File: src/rtl/dmem_pkg.sv
// ---------------------------------------------------------------------------
// dmem_pkg : shared constants and FSM encoding for the data memory arbiter
// Rev 1.0
// ---------------------------------------------------------------------------
`default_nettype none

package dmem_pkg;

  localparam int unsigned DEPTH_DEF    = 32;
  localparam int unsigned MAX_LOCK_DEF = 8;

  localparam int unsigned PORT0 = 0;
  localparam int unsigned PORT1 = 1;

  typedef enum logic [1:0] {
    S_IDLE  = 2'd0,
    S_GRANT = 2'd1,
    S_RESP  = 2'd2
  } state_t;

endpackage

`default_nettype wire

File: src/rtl/dmem_arbiter_if.sv
// ---------------------------------------------------------------------------
// dmem_arbiter_if : requester-side bus of the two-port data memory arbiter
// Rev 1.0
// ---------------------------------------------------------------------------
`default_nettype none

interface dmem_arbiter_if;

  logic        P0_REQ_i;
  logic        P0_WE_i;
  logic [31:0] P0_ADDR_i;
  logic [31:0] P0_WDATA_i;
  logic        P0_LOCK_i;
  logic        P0_GNT_o;
  logic        P0_RVALID_o;

  logic        P1_REQ_i;
  logic        P1_WE_i;
  logic [31:0] P1_ADDR_i;
  logic [31:0] P1_WDATA_i;
  logic        P1_LOCK_i;
  logic        P1_GNT_o;
  logic        P1_RVALID_o;

  logic [31:0] RDATA_o;
  logic        ERR_o;

  modport slave (
    input  P0_REQ_i, P0_WE_i, P0_ADDR_i, P0_WDATA_i, P0_LOCK_i,
    input  P1_REQ_i, P1_WE_i, P1_ADDR_i, P1_WDATA_i, P1_LOCK_i,
    output P0_GNT_o, P0_RVALID_o, P1_GNT_o, P1_RVALID_o, RDATA_o, ERR_o
  );

  modport master (
    output P0_REQ_i, P0_WE_i, P0_ADDR_i, P0_WDATA_i, P0_LOCK_i,
    output P1_REQ_i, P1_WE_i, P1_ADDR_i, P1_WDATA_i, P1_LOCK_i,
    input  P0_GNT_o, P0_RVALID_o, P1_GNT_o, P1_RVALID_o, RDATA_o, ERR_o
  );

endinterface

`default_nettype wire

File: src/rtl/rr_lock_sel.sv
// ---------------------------------------------------------------------------
// rr_lock_sel : round-robin winner select with a bounded per-port grant lock
// Rev 1.0
// ---------------------------------------------------------------------------
`default_nettype none

module rr_lock_sel
  import dmem_pkg::*;
#(
  parameter int unsigned MAX_LOCK = MAX_LOCK_DEF
) (
  input  logic       clk_i,
  input  logic       rst_i,
  input  logic [1:0] req_i,
  input  logic [1:0] lock_i,
  input  logic       adv_i,
  output logic [1:0] win_o
);

  localparam int unsigned CW = $clog2(MAX_LOCK + 1);

  logic          ptr_q;
  logic          last_q;
  logic          last_lock_q;
  logic [CW-1:0] cnt_q;
  logic [CW-1:0] cnt_d;
  logic          hold;
  logic          win_idx;

  always_comb begin
    // A locked owner keeps the port until its budget is spent and the other side is waiting.
    hold    = last_lock_q && req_i[last_q] &&
              !((cnt_q >= CW'(MAX_LOCK)) && req_i[~last_q]);
    win_idx = 1'b0;
    if (hold)
      win_idx = last_q;
    else if (req_i == 2'b11)
      win_idx = ptr_q;
    else
      win_idx = ~req_i[0];
    win_o = (|req_i) ? (2'b01 << win_idx) : 2'b00;

    cnt_d = '0;
    if (lock_i[win_idx]) begin
      if (win_idx == last_q && last_lock_q)
        cnt_d = (cnt_q >= CW'(MAX_LOCK)) ? cnt_q : cnt_q + CW'(1);
      else
        cnt_d = CW'(1);
    end
  end

  always_ff @(posedge clk_i or negedge rst_i) begin
    if (!rst_i) begin
      ptr_q       <= 1'b0;
      last_q      <= 1'b0;
      last_lock_q <= 1'b0;
      cnt_q       <= '0;
    end else if (adv_i && (|req_i)) begin
      ptr_q       <= ~win_idx;
      last_q      <= win_idx;
      last_lock_q <= lock_i[win_idx];
      cnt_q       <= cnt_d;
    end
  end

endmodule

`default_nettype wire

File: src/rtl/dmem_arbiter.sv
// ---------------------------------------------------------------------------
// dmem_arbiter : two-port arbiter and one-access sequencer for the 32-word data memory
// Rev 1.0
// ---------------------------------------------------------------------------
`default_nettype none

module dmem_arbiter
  import dmem_pkg::*;
#(
  parameter int unsigned DEPTH    = DEPTH_DEF,
  parameter int unsigned MAX_LOCK = MAX_LOCK_DEF
) (
  input  logic           clk_i,
  input  logic           rst_i,
  dmem_arbiter_if.slave  bus,
  output logic [31:0]    MEM_ADDR_o,
  output logic [31:0]    MEM_WDATA_o,
  output logic           MEM_WE_o,
  input  logic [31:0]    MEM_RDATA_i
);

  state_t      state_q;
  logic [1:0]  gnt_q;
  logic [1:0]  rvalid_q;
  logic [31:0] addr_q;
  logic [31:0] wdata_q;
  logic        we_q;
  logic        oor_q;
  logic [31:0] rdata_q;
  logic        err_q;

  logic [1:0]  req;
  logic [1:0]  lock;
  logic [1:0]  win;
  logic        arb;
  logic        sel_we;
  logic [31:0] sel_addr;
  logic [31:0] sel_wdata;
  logic        sel_oor;

  assign req       = {bus.P1_REQ_i, bus.P0_REQ_i};
  assign lock      = {bus.P1_LOCK_i, bus.P0_LOCK_i};
  assign arb       = (state_q != S_GRANT);
  assign sel_we    = win[PORT1] ? bus.P1_WE_i    : bus.P0_WE_i;
  assign sel_addr  = win[PORT1] ? bus.P1_ADDR_i  : bus.P0_ADDR_i;
  assign sel_wdata = win[PORT1] ? bus.P1_WDATA_i : bus.P0_WDATA_i;
  assign sel_oor   = (sel_addr >= DEPTH);

  rr_lock_sel #(
    .MAX_LOCK (MAX_LOCK)
  ) u_sel (
    .clk_i  (clk_i),
    .rst_i  (rst_i),
    .req_i  (req),
    .lock_i (lock),
    .adv_i  (arb),
    .win_o  (win)
  );

  always_ff @(posedge clk_i or negedge rst_i) begin
    if (!rst_i) begin
      state_q  <= S_IDLE;
      gnt_q    <= '0;
      rvalid_q <= '0;
      addr_q   <= '0;
      wdata_q  <= '0;
      we_q     <= 1'b0;
      oor_q    <= 1'b0;
      rdata_q  <= '0;
      err_q    <= 1'b0;
    end else begin
      case (state_q)
        S_GRANT: begin
          rdata_q  <= oor_q ? 32'd0 : MEM_RDATA_i;
          err_q    <= oor_q;
          rvalid_q <= gnt_q;
          gnt_q    <= '0;
          we_q     <= 1'b0;
          state_q  <= S_RESP;
        end
        S_IDLE, S_RESP: begin
          rvalid_q <= '0;
          if (|req) begin
            gnt_q   <= win;
            addr_q  <= sel_addr;
            wdata_q <= sel_wdata;
            we_q    <= sel_we && !sel_oor;
            oor_q   <= sel_oor;
            state_q <= S_GRANT;
          end else begin
            state_q <= S_IDLE;
          end
        end
        default: state_q <= S_IDLE;
      endcase
    end
  end

  assign bus.P0_GNT_o    = gnt_q[PORT0];
  assign bus.P1_GNT_o    = gnt_q[PORT1];
  assign bus.P0_RVALID_o = rvalid_q[PORT0];
  assign bus.P1_RVALID_o = rvalid_q[PORT1];
  assign bus.RDATA_o     = rdata_q;
  assign bus.ERR_o       = err_q;
  assign MEM_ADDR_o      = addr_q;
  assign MEM_WDATA_o     = wdata_q;
  assign MEM_WE_o        = we_q;

endmodule

`default_nettype wire

File: src/flat_wrapper.sv
// flat-port wrapper written by rule: the top's interface ports become plain ports
module dmem_arbiter_flat import dmem_pkg::*;
#(
  parameter int unsigned DEPTH    = DEPTH_DEF,
  parameter int unsigned MAX_LOCK = MAX_LOCK_DEF
)
  (clk_i, rst_i, MEM_ADDR_o, MEM_WDATA_o, MEM_WE_o, MEM_RDATA_i, bus_P0_REQ_i, bus_P0_WE_i, bus_P0_ADDR_i, bus_P0_WDATA_i, bus_P0_LOCK_i, bus_P1_REQ_i, bus_P1_WE_i, bus_P1_ADDR_i, bus_P1_WDATA_i, bus_P1_LOCK_i, bus_P0_GNT_o, bus_P0_RVALID_o, bus_P1_GNT_o, bus_P1_RVALID_o, bus_RDATA_o, bus_ERR_o);
  dmem_arbiter_if bus_i ();
  input  logic clk_i;
  input  logic rst_i;
  output logic [31:0] MEM_ADDR_o;
  output logic [31:0] MEM_WDATA_o;
  output logic MEM_WE_o;
  input  logic [31:0] MEM_RDATA_i;
  input wire logic [$bits(bus_i.P0_REQ_i)-1:0] bus_P0_REQ_i;
  input wire logic [$bits(bus_i.P0_WE_i)-1:0] bus_P0_WE_i;
  input wire logic [$bits(bus_i.P0_ADDR_i)-1:0] bus_P0_ADDR_i;
  input wire logic [$bits(bus_i.P0_WDATA_i)-1:0] bus_P0_WDATA_i;
  input wire logic [$bits(bus_i.P0_LOCK_i)-1:0] bus_P0_LOCK_i;
  input wire logic [$bits(bus_i.P1_REQ_i)-1:0] bus_P1_REQ_i;
  input wire logic [$bits(bus_i.P1_WE_i)-1:0] bus_P1_WE_i;
  input wire logic [$bits(bus_i.P1_ADDR_i)-1:0] bus_P1_ADDR_i;
  input wire logic [$bits(bus_i.P1_WDATA_i)-1:0] bus_P1_WDATA_i;
  input wire logic [$bits(bus_i.P1_LOCK_i)-1:0] bus_P1_LOCK_i;
  output wire logic [$bits(bus_i.P0_GNT_o)-1:0] bus_P0_GNT_o;
  output wire logic [$bits(bus_i.P0_RVALID_o)-1:0] bus_P0_RVALID_o;
  output wire logic [$bits(bus_i.P1_GNT_o)-1:0] bus_P1_GNT_o;
  output wire logic [$bits(bus_i.P1_RVALID_o)-1:0] bus_P1_RVALID_o;
  output wire logic [$bits(bus_i.RDATA_o)-1:0] bus_RDATA_o;
  output wire logic [$bits(bus_i.ERR_o)-1:0] bus_ERR_o;
  assign bus_i.P0_REQ_i = bus_P0_REQ_i;
  assign bus_i.P0_WE_i = bus_P0_WE_i;
  assign bus_i.P0_ADDR_i = bus_P0_ADDR_i;
  assign bus_i.P0_WDATA_i = bus_P0_WDATA_i;
  assign bus_i.P0_LOCK_i = bus_P0_LOCK_i;
  assign bus_i.P1_REQ_i = bus_P1_REQ_i;
  assign bus_i.P1_WE_i = bus_P1_WE_i;
  assign bus_i.P1_ADDR_i = bus_P1_ADDR_i;
  assign bus_i.P1_WDATA_i = bus_P1_WDATA_i;
  assign bus_i.P1_LOCK_i = bus_P1_LOCK_i;
  assign bus_P0_GNT_o = bus_i.P0_GNT_o;
  assign bus_P0_RVALID_o = bus_i.P0_RVALID_o;
  assign bus_P1_GNT_o = bus_i.P1_GNT_o;
  assign bus_P1_RVALID_o = bus_i.P1_RVALID_o;
  assign bus_RDATA_o = bus_i.RDATA_o;
  assign bus_ERR_o = bus_i.ERR_o;
  dmem_arbiter #(.DEPTH(DEPTH), .MAX_LOCK(MAX_LOCK)) u_core (.clk_i(clk_i), .rst_i(rst_i), .bus(bus_i), .MEM_ADDR_o(MEM_ADDR_o), .MEM_WDATA_o(MEM_WDATA_o), .MEM_WE_o(MEM_WE_o), .MEM_RDATA_i(MEM_RDATA_i));
endmodule
File: config.mk
export PLATFORM = sky130hd
export DESIGN_NAME = dmem_arbiter_flat
export DESIGN_NICKNAME = d
export VERILOG_FILES = /design/src/rtl/dmem_pkg.sv /design/src/rtl/dmem_arbiter_if.sv /design/src/rtl/rr_lock_sel.sv /design/src/rtl/dmem_arbiter.sv /design/src/flat_wrapper.sv
export SDC_FILE = /design/constraint.sdc
export NUM_CORES = 1
export LEC_CHECK = 0
export CAP_MARGIN = 20
export CORE_MARGIN = 2
export CORE_UTILIZATION = 36
export CTS_CLUSTER_SIZE = 25
export DETAILED_ROUTE_END_ITERATION = 16
export GPL_TIMING_DRIVEN = 0
export PLACE_DENSITY = 0.76
export SLEW_MARGIN = 20
export SYNTH_ARGS = -nofsm -noshare
export SYNTH_HDL_FRONTEND = slang
export SYNTH_SLANG_ARGS = --single-unit
File: constraint.sdc
create_clock -name clk_i -period 1.75 [get_ports clk_i]
set_clock_uncertainty 0.15 [all_clocks]
set_input_delay 0.4375 -clock clk_i [delete_from_list [all_inputs] [get_ports clk_i]]
set_output_delay 0.4375 -clock clk_i [all_outputs]
set_load 0.02 [all_outputs]
* Word level (Yosys, flattened, before mapping)
Cells that the tools add are included.
Cells by class: add/sub/neg operators 1, $lt $le $gt $ge 5, equal/unequal tests 7, shift-type cells 1, muxes and demuxes 23, bitwise operators 3, reduce and logical (&&, ||, !) cells 15
Operator list (count):
- 2-to-1 mux 32 bit | 3
- >= comparator 32 x 6 -> 1 bit (second input constant) | 1
- 2-to-1 mux 4 bit | 3
- case mux 2 bit (2 select lines) | 3
- 2-to-1 mux 1 bit | 11
- logical AND 1 bit | 6
- less-than comparator 1 x 2 -> 1 bit (second input constant) | 3
- AND reduction 2 bit | 3
- adder 4 x 1 -> 4 bit (second input constant) | 1
- equality test 2 bit (second input constant) | 2
- >= comparator 4 bit (second input constant) | 1
- 2-to-1 mux 2 bit | 2
- inequality test 2 x 1 -> 1 bit (second input constant) | 2
- OR reduction 2 bit | 2
- inequality test 3 bit (second input constant) | 1
- inverter 1 bit | 3
- equality test 2 x 1 -> 1 bit (second input constant) | 1
- logical NOT 1 bit | 2
- logical NOT 2 bit | 1
- case mux 1 bit (2 select lines) | 1
- nonzero test 2 bit | 1
- << shifter 1 x 1 -> 2 bit (first input constant) | 1
- equality test 1 bit | 1
Storage, ports and cells: register bits after elaboration 112, output and inout port bits 102, word-level logic and storage cells 68

* Depth between registers and ports, before layout
Gate-level depths: netlist (run 1).
word-level depth 15, mapped depth 7

* Cells and area by module
Synthesis (run 1) repeated with hierarchy kept, for this count alone.
Unflattened totals: cells, all modules 522, area, all modules 5191.2 µm²
By module, submodules not included:
- dmem_arbiter | times used 1, cells an instance 471, area an instance 4734.5 µm², sequential area each 2627.5 µm²
- rr_lock_sel | times used 1, cells an instance 51, area an instance 456.7 µm², sequential area each 175.2 µm²

* Least setup slack after synthesis (run 1)
OpenSTA, ideal clock, no wires.
path type input port to flip-flop, start input bus_P1_REQ_i, end register u_core.u_sel.cnt_q[0], setup time 0.121 ns, arrival 1.668 ns, slack -0.189 ns, cell stages on the path 6, cells stage by stage buf_6 > and4b_4 > a311oi_4 > mux2i_1 > a31oi_1 > o22a_1
On the way: longest elaborated chain between the ends 10
Ends and longest elaborated chain:
- start: declaration | RTL line flat_wrapper.sv:20 | input wire logic [$bits(bus_i.P1_REQ_i)-1:0] bus_P1_REQ_i;
- 2-to-1 mux 1 bit (implied by the code) (2 in a row) | RTL line rr_lock_sel.sv:33 | !((cnt_q >= CW'(MAX_LOCK)) && req_i[~last_q]);
- logical AND 1 bit | RTL line rr_lock_sel.sv:33
- logical NOT 1 bit | RTL line rr_lock_sel.sv:33
- logical AND 1 bit | RTL line rr_lock_sel.sv:32 | hold = last_lock_q && req_i[last_q] &&
- 2-to-1 mux 1 bit | RTL line rr_lock_sel.sv:35 | if (hold)
- 2-to-1 mux 1 bit (implied by the code) or equality test 1 bit (tied branches) | RTL line rr_lock_sel.sv:44, rr_lock_sel.sv:45
- 2-to-1 mux 1 bit (implied by the code) or logical AND 1 bit (tied branches) | RTL line rr_lock_sel.sv:44, rr_lock_sel.sv:45
- inequality test 3 bit (no line) or 2-to-1 mux 4 bit (tied branches)
- AND reduction 2 bit (no line) or 2-to-1 mux 4 bit (tied branches)
- end signal: assignment | RTL line rr_lock_sel.sv:62 | cnt_q <= cnt_d;
- end: declaration | RTL line rr_lock_sel.sv:25 | logic [CW-1:0] cnt_q;
Parallel ways exist; a longest one is shown, timed or not. The select of a mux whose other input is x is not followed. A chain may end at the register's enable or synchronous reset.

* Worst setup path in the final report (run 1)
start register u_core.u_sel.cnt_q[3], end register u_core.u_sel.cnt_q[0]
On the way: longest elaborated chain between the ends 9
Ends and longest elaborated chain (RTL line):
- >= comparator 4 bit (*) | rr_lock_sel.sv:33, rr_lock_sel.sv:46
- logical AND 1 bit | rr_lock_sel.sv:33
- logical NOT 1 bit | rr_lock_sel.sv:33
- logical AND 1 bit | rr_lock_sel.sv:32
- 2-to-1 mux 1 bit | rr_lock_sel.sv:35
- 2-to-1 mux 1 bit (implied by the code) or equality test 1 bit (tied branches) | rr_lock_sel.sv:44, rr_lock_sel.sv:45
- 2-to-1 mux 1 bit (implied by the code) or logical AND 1 bit (tied branches) | rr_lock_sel.sv:44, rr_lock_sel.sv:45
- inequality test 3 bit (no line) or 2-to-1 mux 4 bit (tied branches)
- AND reduction 2 bit (no line) or 2-to-1 mux 4 bit (tied branches)
Mark *: on every way between the ends. The rest lies on a longest branch, timed or not. The select of a mux whose other input is x is not followed.

==> flow_metrics.env, run 1 <==
export IMPL_status="finished, violations left"
export IMPL_violations="negative setup slack"
export IMPL_async_reset_ff_frac=1.000
export IMPL_cts_buffers=9
export IMPL_yosysWarningCount=0
export IMPL_hold_depth=2
export IMPL_finalCritPeriodShare=1.104
export IMPL_syn2layout_area_growth_pct=79.83
export IMPL_critPathRequiredTime_ps=1830
export IMPL_critPathArrivalTime_ps=2010
export IMPL_timing_rr_end="u_core.u_sel.cnt_q[0]"
export IMPL_reg2regPathDepth=7
export IMPL_cts_sinks=112
export IMPL_drtAntennaViolNets=0
export IMPL_synth_fp_nets=751
export IMPL_clockBufferDepth=2
export IMPL_layout_drive_gt1_share=0.1667
export IMPL_grt_pass1_wl_mm=29.73
export IMPL_ios=270
export IMPL_clk_pin_slew_worst_paths_ps=80
export IMPL_cap_violations=0
export IMPL_relSlewSlack=0.6461
export IMPL_dp_cells=1029
export IMPL_end_kind="register"
export IMPL_crit_buf_inv=2
export IMPL_power_density_mw_per_mm2=935.1
export IMPL_grt_max_degree=62
export IMPL_drc=0
export IMPL_crit_path_max_fanout=5
export IMPL_crit_chain="nand2b_4 -> buf_4 -> a311oi_4 -> buf_6 -> mux2i_4 -> a31oi_1 -> o22a_1"
export IMPL_finalSetupTns_ps=-6624
export IMPL_cp_start_kind="register"
export IMPL_finalSetupViolCount=71
export IMPL_rows=43
export IMPL_dieArea_mm2=0.01529
export IMPL_htree_levels=3
export IMPL_wl_per_cell_um=18.36
export IMPL_start_util=0.3698
export IMPL_crit_family="compound AO/OA/AOI/OAI gates"
export IMPL_io_buffers=267
export IMPL_die_x_um=123.7
export IMPL_totalWireLength_mm=19.72
export IMPL_cp_slowest_cell="dfrtp_1"
export IMPL_synth_edf_count=0
export IMPL_core_area_mm2=0.01393
export IMPL_grt_setup_unrepaired="yes"
export IMPL_syn_inst=581
export IMPL_worst_pin_slew_ps=530.9
export IMPL_yosys_register_bits=112
export IMPL_globalRouteOverflowTotal=0
export IMPL_first_pass_iters=4
export IMPL_antenna_found_initial=0
export IMPL_drt_iter0_markers=236
export IMPL_final_cell_count_no_fill=1074
export IMPL_synth_distinct_cells=36
export IMPL_ys_seq_area_frac=0.5438
export IMPL_irDropWorstVdd_v=0.0004589
export IMPL_fin_ws_ps=-181.4
export IMPL_grt_pass1_vias=5567
export IMPL_slew_violations=0
export IMPL_num_antenna_cells=0
export IMPL_hold_viol_final=0
export IMPL_vias_per_cell=5.212
export IMPL_insertion_delay_ps=350
export IMPL_syn_cell_area_mm2=0.005154
export IMPL_hp_class="reg -> reg"
export IMPL_fin_nets=1059
export IMPL_ys_flop_type="dfrtp_1"
export IMPL_cpPeakStageDelay_ps=390
export IMPL_postSynthAreaPerCell_um2=8.870
export IMPL_clockRootBuffer="clkbuf_16"
export IMPL_dp_hpwl_mm=14.21
export IMPL_cts_tree="done"
export IMPL_die_h_um=123.7
export IMPL_leakage_nw=3.969
export IMPL_fmax_ghz=0.5178
export IMPL_gr_usage_all_layers=0.2561
export IMPL_r2r_start="u_core.u_sel.cnt_q[3]"
export IMPL_place_congestion=0.8739
export IMPL_num_vias=5598
export IMPL_reg2reg_setup_slack_ps=-180
export IMPL_min_to="u_core.bus.RDATA_o[23]"
export IMPL_hp_start="u_core.bus.RDATA_o[23]"
export IMPL_crit_type="reg -> reg"
export IMPL_post_route_min_period_ps=1931
-- synthesized netlist by cell type, types with 3 or more instances --
library cell | instances | area, um^2
clkbuf_1 | 24 | 90.09
nand2_1 | 103 | 386.6
buf_2 | 15 | 75.07
dfrtp_1 | 112 | 2803
mux2i_1 | 5 | 50.05
nor4_1 | 12 | 75.07
o21ai_0 | 46 | 230.2
o22ai_1 | 11 | 68.82
nor2_1 | 57 | 214.0
nand2b_1 | 33 | 206.5
inv_1 | 8 | 30.03
a31oi_1 | 28 | 175.2
nand4_1 | 5 | 31.28
nor3_1 | 83 | 415.4
a21oi_1 | 7 | 35.03
nand3_1 | 3 | 15.01
-- timing repair --
| item | 4_1_cts | 5_1_grt |
|---|---|---|
| setup endpoints to repair | 199 | 101 |
| hold buffers | 1 | 0 |
| buffers inserted | 21 | 2 |
| endpoints found under the hold margin | 51 | 0 |
| gates resized for setup | 219 | 53 |
| pin swaps | 39 | 15 |
| cloned | 10 | 0 |
-- placed cells by master (no fill, tap or decap), drive strengths merged, types with 3 or more instances in the layout --
master	instances
o22ai	11
nand2b	34
nor2	57
nand3	3
dlygate4sd2	101
nand4	5
buf	49
dfrtp	112
nor3	83
clkinv	3
a31oi	28
inv	8
clkdlybuf4s50	164
a21oi	7
o21ai	48
mux2i	5
clkbuf	36
nand2	103
nor4	12
-- registers in the layout, summed over array words and instances (netlist names), 2 cells and up --
name,count
u_core.state_q,2
u_core.bus.RDATA_o,32
u_core.u_sel.cnt_q,4
u_core.rvalid_q,2
u_core.gnt_q,2
u_core.MEM_WDATA_o,32
u_core.MEM_ADDR_o,32
-- metal layers --
metal | global-route usage | routed length [um] | vias up
li1 | - | - | 2636
met1 | 0.3205 | 7909 | 2690
met2 | 0.4375 | 9818 | 236
met3 | 0.05540 | 1454 | 36
met4 | 0.08949 | 533 | 0
met5 | 0 | 0 | -
-- logic make-up after synthesis --
kind of cell	Yosys count	synth area share
muxes	6	0.01190
DFF	112	0.5438
AOI/OAI and AO/OA	108	0.1262
and+or+nand+nor	301	0.2688
adders and majority gates	2	0.004855
buffers and inverters	52	0.04443
-- through the flow --
step	area [um^2]	power, mW	utilization	setup WS [ps]	hold WS, ps
CTS	9188	8.663	0.6593	-156.3	330.9
floorplan	5164	4.584	-	-107.5	-8.091
global placement	8061	6.122	0.5785	-4393	310.1
detailed placement	8090	6.172	0.5806	-704.5	274.6
finish	9268	8.667	0.6651	-181.4	323.5
global route	9268	9.076	0.6651	-232.4	349.6
-- power breakdown --
| part | switching (mW) | internal (mW) |
|---|---|---|
| logic | 1.76 | 1.58 |
| registers | 0.257 | 2.99 |
| clock network | 0.937 | 1.15 |
| total | 2.95 | 5.72 |
-- worst max path at each step --
stage	start	to	cells past startpoint
CTS	u_core.u_sel.cnt_q[3]	u_core.MEM_WDATA_o[28]	9
finish	u_core.u_sel.cnt_q[3]	u_core.u_sel.cnt_q[0]	7
detailed placement	bus_P0_REQ_i	u_core.MEM_ADDR_o[16]	7
global route	u_core.u_sel.cnt_q[3]	u_core.MEM_WDATA_o[28]	9
global placement	rst_i	u_core.MEM_ADDR_o[23]	1
floorplan	bus_P1_REQ_i	u_core.u_sel.cnt_q[0]	6
-- layout make-up --
| type | instances | area, um^2 |
|---|---|---|
| clock inverters | 5 | 56.30 |
| fillers | 1157 | 4667 |
| flip-flops and latches | 112 | 2808 |
| well taps | 180 | 225.2 |
| multi-input cells | 417 | 2476 |
| repair buffers | 298 | 3062 |
| inverters | 8 | 30.03 |
| plain buffers | 43 | 367.9 |
| clock buffers | 11 | 242.7 |
-- tightest hold or removal path, cell delays in order (launching register included) --
cell and delay, ps:
dfrtp_1 340, nand2_1 40, o21ai_0 60
No activity file was read; power rests on OpenSTA's default activity.
==> run 2: changes to the inputs <==
- SLEW_MARGIN: 20 -> 0
==> results of run 2 <==
No change in the layout: final DEF, timing and power equal those of run 1.
